==> src/rtl/stream_buffer_pkg.sv <==
// Shared types for the stream buffer: encodes the per-cycle handshake outcome.
package stream_buffer_pkg;

   typedef enum logic [1:0] {
      OpIdle = 2'b00,
      OpPush = 2'b01,
      OpPop  = 2'b10,
      OpBoth = 2'b11
   } op_e;

endpackage

==> src/rtl/stream_buffer.sv <==
// Valid/ready FIFO of Depth entries; pushed data visible one cycle later (no fall-through).
// ready_o depends only on fill level, flush and reset; never combinationally on ready_i.
module stream_buffer
   import stream_buffer_pkg::*;
#(
   parameter type         data_t   = logic,
   parameter int unsigned Depth    = 4,
   localparam int unsigned PtrWidth = (Depth > 1) ? $clog2(Depth) : 1,
   localparam int unsigned CntWidth = $clog2(Depth + 1)
) (
   input  logic                clk_i,
   input  logic                rst_ni,
   input  logic                flush_i,
   input  data_t               data_i,
   input  logic                valid_i,
   output logic                ready_o,
   output data_t               data_o,
   output logic                valid_o,
   input  logic                ready_i,
   output logic [CntWidth-1:0] usage_o
);

   // Storage is rounded up to a power of two so pointers index it without width casts;
   // entries at Depth and above are never written or read.
   localparam int unsigned         MemDepth = 1 << PtrWidth;
   localparam logic [PtrWidth-1:0] LastPtr  = PtrWidth'(Depth - 1);
   localparam logic [CntWidth-1:0] FullCnt  = CntWidth'(Depth);

   data_t               mem_q [MemDepth];
   logic [PtrWidth-1:0] rd_ptr_q, rd_ptr_d;
   logic [PtrWidth-1:0] wr_ptr_q, wr_ptr_d;
   logic [CntWidth-1:0] usage_q, usage_d;
   logic                push, pop;
   op_e                 op;

   function automatic logic [PtrWidth-1:0] ptr_inc(input logic [PtrWidth-1:0] p);
      return (p == LastPtr) ? '0 : p + 1'b1;
   endfunction

   assign ready_o = (usage_q != FullCnt) && !flush_i && rst_ni;
   assign valid_o = (usage_q != '0) && !flush_i && rst_ni;
   assign push    = valid_i && ready_o;
   assign pop     = valid_o && ready_i;
   assign op      = op_e'({pop, push});
   assign data_o  = mem_q[rd_ptr_q];
   assign usage_o = usage_q;

   always_comb begin
      rd_ptr_d = rd_ptr_q;
      wr_ptr_d = wr_ptr_q;
      usage_d  = usage_q;
      if (flush_i) begin
         rd_ptr_d = '0;
         wr_ptr_d = '0;
         usage_d  = '0;
      end else begin
         case (op)
            OpPush: begin
               wr_ptr_d = ptr_inc(wr_ptr_q);
               usage_d  = usage_q + 1'b1;
            end
            OpPop: begin
               rd_ptr_d = ptr_inc(rd_ptr_q);
               usage_d  = usage_q - 1'b1;
            end
            OpBoth: begin
               wr_ptr_d = ptr_inc(wr_ptr_q);
               rd_ptr_d = ptr_inc(rd_ptr_q);
            end
            default: ;
         endcase
      end
   end

   always_ff @(posedge clk_i) begin
      if (!rst_ni) begin
         rd_ptr_q <= '0;
         wr_ptr_q <= '0;
         usage_q  <= '0;
      end else begin
         rd_ptr_q <= rd_ptr_d;
         wr_ptr_q <= wr_ptr_d;
         usage_q  <= usage_d;
      end
   end

   // push is already gated by reset and flush through ready_o
   always_ff @(posedge clk_i) begin
      if (push) begin
         mem_q[wr_ptr_q] <= data_i;
      end
   end

`ifndef SYNTHESIS
   upstream_stable_a : assert property (@(posedge clk_i) disable iff (!rst_ni)
      (valid_i && !ready_o && !flush_i) |=> (valid_i && $stable(data_i)));
`endif

endmodule
==> config.mk <==
export PLATFORM = sky130hd
export DESIGN_NAME = stream_buffer
export DESIGN_NICKNAME = d
export VERILOG_FILES = /design/src/rtl/stream_buffer_pkg.sv /design/src/rtl/stream_buffer.sv
export SDC_FILE = /design/constraint.sdc
export NUM_CORES = 1
export LEC_CHECK = 0
export BUFFER_PORTS_ARGS = -buffer_cell sky130_fd_sc_hd__buf_2
export CAP_MARGIN = 20
export CORE_AREA = 2 2 39 41
export DETAILED_ROUTE_END_ITERATION = 10
export DIE_AREA = 0 0 41 43
export GPL_ROUTABILITY_DRIVEN = 0
export PLACE_DENSITY = 0.73
export SLEW_MARGIN = 20
export SYNTH_ARGS = -nofsm -noshare
export SYNTH_HDL_FRONTEND = slang
export SYNTH_SLANG_ARGS = --single-unit
==> constraint.sdc <==
create_clock -name clk_i -period 3.8 [get_ports clk_i]
set_clock_uncertainty 0.15 [all_clocks]
set_input_delay 0.95 -clock clk_i [delete_from_list [all_inputs] [get_ports clk_i]]
set_output_delay 0.95 -clock clk_i [all_outputs]
set_load 0.02 [all_outputs]
==> Word-level counts from Yosys, hierarchy flattened <==
Memory sizes are Yosys's and may differ from the RTL's. A register that Yosys moved wholly into a read port is not among the register bits.
Cells that the tools add are included.
{ "word_totals": {"reg_bits": 7, "latchBits": 0, "ram_bits": 4, "romBits": 0, "in_bits": 6, "out_inout_bits": 6, "memories": 1} }
{ "mem_list": {"columns": ["name", "words", "word_bits", "read_ports", "rd_clocked_by_memory_dff", "wr", "line_no", "text"], "rows": [
  ["mem_q", 4, 1, 1, 1, 1, "stream_buffer.sv:29", "data_t mem_q [MemDepth];"]
]} }
{ "classes": {"n_addsub": 4, "mul": 0, "div_mod_pow": 0, "order_cmp": 0, "n_eq_ne": 6, "shift": 0, "muxes": 7, "n_bitwise": 1, "n_reduce_logical": 12} }
{ "ops": {"columns": ["op", "n"], "rows": [
  ["2-bit equality test, second input constant", 4],
  ["2-bit 2-to-1 mux", 4],
  ["1-bit logical AND", 6],
  ["3-bit one-hot mux with 2 select lines", 1],
  ["2-bit OR reduction", 3],
  ["2-bit by 1-bit adder with 2-bit output, second input constant", 2],
  ["3-bit by 1-bit adder with 3-bit output, second input constant", 1],
  ["3-bit inequality test, second input constant", 1],
  ["3-bit nonzero test", 1],
  ["3-bit by 1-bit subtractor with 3-bit output, second input constant", 1],
  ["2-bit by 1-bit equality test with 1-bit output, second input constant", 1],
  ["1-bit 2-to-1 mux", 2],
  ["2-bit nonzero test", 1],
  ["1-bit zero test", 1],
  ["1-bit NOT", 1]
]} }

==> Depth between registers and ports, before layout <==
{ "logic_depth": {"ltp_word": 8, "mapped_depth": 10, "depth_no_buf": 9} }

==> Least setup slack after synthesis <==
OpenSTA, ideal clock, no wires.
{ "synth_path": {"path_type": "in2reg", "from": "in flush_i", "to": "reg usage_q[2], in the netlist usage_o[2]", "setup_ps": 70, "arrival_ps": 2973, "required_time_ps": 3580, "setup_slack_ps": 607, "stages": 10, "n_path_buf": 1, "cell_sequence": "nand2b_1 buf_6 nor2_1 and2_1 ha_1 inv_1 fa_1 xor2_1 or3_1 a21oi_1"} }
{ "synth_between": {"elab_chain_len": 6, "elab_cells_between_ends": 12, "classes_between": "eq/ne (2); mux (1); reduce/logical (9)"} }
{ "synth_rtl": {"columns": ["element", "line_no", "text"], "rows": [
  ["start, declared", "stream_buffer.sv:13", "input logic flush_i,"],
  ["1-bit zero test *", "stream_buffer.sv:41", "assign valid_o = (usage_q != '0) && !flush_i && rst_ni;"],
  ["1-bit logical AND * (2 in series)", "stream_buffer.sv:41", null],
  ["via valid_o", "stream_buffer.sv:18", "output logic valid_o,"],
  ["1-bit logical AND *", "stream_buffer.sv:43", "assign pop = valid_o && ready_i;"],
  ["2-bit equality test or 2-bit by 1-bit equality test with 1-bit output (tied branches)", "stream_buffer.sv:57", "case (op)"],
  ["3-bit one-hot mux with 2 select lines or 2-bit nonzero test (tied branches)", null, null],
  ["end signal, assigned", "stream_buffer.sv:83", "usage_q <= usage_d;"],
  ["end, declared", "stream_buffer.sv:32", "logic [CntWidth-1:0] usage_q, usage_d;"]
]} }
Mark *: on every way through the listed nets, which the timed path passes. The rest lies on a longest branch.
A chain may end at the register's enable or synchronous reset.

==> Worst setup path after layout <==
{ "layout_path": {"from": "in flush_i", "to": "out ready_o"} }
{ "layout_between": {"elab_chain_len": 3} }
{ "layout_rtl": {"columns": ["element", "line_no", "text"], "rows": [
  ["1-bit zero test", "stream_buffer.sv:40", "assign ready_o = (usage_q != FullCnt) && !flush_i && rst_ni;"],
  ["1-bit logical AND (2 in series)", "stream_buffer.sv:40", null],
  ["end, declared", "stream_buffer.sv:16", "output logic ready_o,"]
]} }
No other way between the ends.

==> impl_metrics.yaml <==
run_status:
  outcome: "finished, final reports clean"
yosys:
  synth_top_area_frac: 0.269
  yosysTopAreaCell: "dfxtp_1"
  ys_seq_elements: 13
  ys_types: 18
  synth.net_count: 79
  syn_area_per_cell_um2: 10.5
  seq_area_frac_synth: 0.449
  synthTopCellsByArea: "dfxtp_1 (27%), edfxtp_1 (18%), ha_1 (15%), a21oi_1 (4.5%), and3_1 (3.7%)"
  yosys_warnings: 0
  syn_area_um2: 669
  synthCells: 64
cells_and_area:
  fin_area_um2: 767
  diodes: 0
  layout_commonest_cell: "buf_2"
  layout-drive-gt1-share: 0.215
  fin_cells: 95
  final_cell_mix: "buf_2 (11), dfxtp_1 (9), ha_1 (8)"
  fin_nets: 95
  syn_to_final_growth_pct: 14.6
detailed_routing:
  drc: 0
  ant_nets: 0
  drtIter0Drc: 8
  num_vias: 491
  routed_wl_um: 1010
  wl_per_cell_um: 10.6
  first_pass_iters: 4
  vias_per_cell: 5.17
grt:
  grt-ovfl-total: 0
  antenna_found_initial: 0
  grt_pass1_wl_um: 1660
  grt_start_max_net_pins: 9
  grt_pass1_vias: 421
  grt_usage: 0.145
timing:
  tns_ns: 0
  finalCritPeriodShare: 0.756
  slew_headroom: 0.859
  rsz0062_at_grt: "false"
  hold_viol: 0
  finalSetupViolations: 0
  max_slew.worst_pin.slew_ns: 0.212
  clock.fmax_mhz: 348
  final_max_slew_viol_count: 0
  period_needed_ns: 2.87
  whs_ns: 0.336
floorplanning:
  core_area_mm2: 0.00138
  die_w_um: 41
  rows: 14
  floorplan.initialDensity: 0.484
  die_h_um: 43
  die_area_mm2: 0.00176
  pin_count: 12
power:
  combPwrFrac: 0.068
  leakage_nw: 0.317
  intPower_mw: 0.191
  peakVddDrop_mv: 0.142
  p_total_mw: 0.246
  clockPowerShare: 0.344
  p_switching_mw: 0.0541
  seq_power_share: 0.588
  switching_share: 0.220
  power.density_mw_per_mm2: 320
clock_network:
  path_clk_slew_ns: 0.08
  clockRootBuffer: "clkbuf_4"
  cts_sinks: 13
  clkLatencyLatePin_ns: 0.27
  post_cts_buffers: 0
  numCtsBuffers: 3
  cts_resized: 0
  htree_levels: 1
  cts_buffer_depth: 2
  cts_tree: "yes"
  holdBufCountCts: 0
place:
  place_hpwl_um: 778
  placed_cells: 91
  dpl_cell_area_um2: 741
  port_buffers: 11
hold_path:
  hp-class: "flip-flop to flip-flop"
setup_path:
  cp.required_ns: 2.70
  crit_type: "input port to output port"
  endpoint_kind: "output port"
  start_kind: "input port"
  cpPeakStageDelay_ns: 0.21
  cp_common_cell: "buf_2"
  cp.arrival_ns: 1.77
  cp_slowest_cell: "a31oi_4"
  path_cells: "buf_2 > nand2b_1 > buf_4 > a31oi_4 > buf_2"
  crit_fanout: 8
run:
  drv_cap: 0
[synth_stat cells]
cell type,n
edfxtp_1,4
dfxtp_1,9
nand2b_1,1
and3_1,4
xor2_1,2
o21ai_0,3
nor3_1,1
buf_6,1
a21oi_1,6
nand2_1,6
inv_1,5
nor2_1,6
fa_1,1
a31oi_4,1
ha_1,8
and2_1,2
or3_1,3
mux4_2,1
[cell families (layout without fill, tap and decap cells)]
kind of cell    after synthesis  count (layout)  share of synthesized area
compound gates               10              10                     0.0991
flops                        13              13                      0.449
mux                           1               1                     0.0336
buf+inv                       6              21                     0.0449
fa+ha+maj                     9               9                      0.179
simple gates                 23              23                      0.168
xor+xnor                      2               2                     0.0262
[layer usage]
layer	GRT usage	wire, µm	vias up
met4	0.120	12	0
met3	0.0314	37	2
met5	0	0	-
met2	0.213	513	10
li1	-	-	246
met1	0.171	445	233
[metrics by stage]
stage / setup WS (ns) / util
after floorplan: 0.607 / -
after global placement: 0.843 / 0.535
after detailed placement: 0.799 / 0.535
after CTS: 0.929 / 0.554
after global routing: 0.857 / 0.554
final: 0.925 / 0.554
[worst paths after layout]
kind               start          end  slack, ns  cells after the start
min          rd_ptr_q[1]  rd_ptr_q[1]       0.34                      2
max              flush_i      ready_o       0.93                      5
max reg2reg   usage_o[2]   usage_o[2]       1.51                      9
min reg2reg  rd_ptr_q[1]  rd_ptr_q[1]       0.34                      2
[layout make-up]
type                       instances  area, µm²
multi-input combinational         45        339
tap                               16       20.0
timing repair buffer              12       62.6
inverter                           5       18.8
clock buffer                       4       26.3
fill                             126        617
sequential                        13        300
[power by group through the flow]
| stage | combinational [mW] | sequential [mW] | clock [mW] |
|---|---|---|---|
| 2_1_floorplan | 0.0106 | 0.148 | 0 |
| 3_3_place_gp | 0.0164 | 0.148 | 0 |
| 3_5_place_dp | 0.0168 | 0.148 | 0 |
| 4_1_cts | 0.0168 | 0.144 | 0.0882 |
| 5_1_grt | 0.0188 | 0.145 | 0.0942 |
| 6_report | 0.0167 | 0.144 | 0.0844 |
[critical path: cells and delay by family]
| kind | cells | cell delay [ns] |
|---|---|---|
| compound gates | 1 | 0.21 |
| buf+inv | 3 | 0.47 |
| simple gates | 1 | 0.14 |
Power figures use the tool's default switching activity.
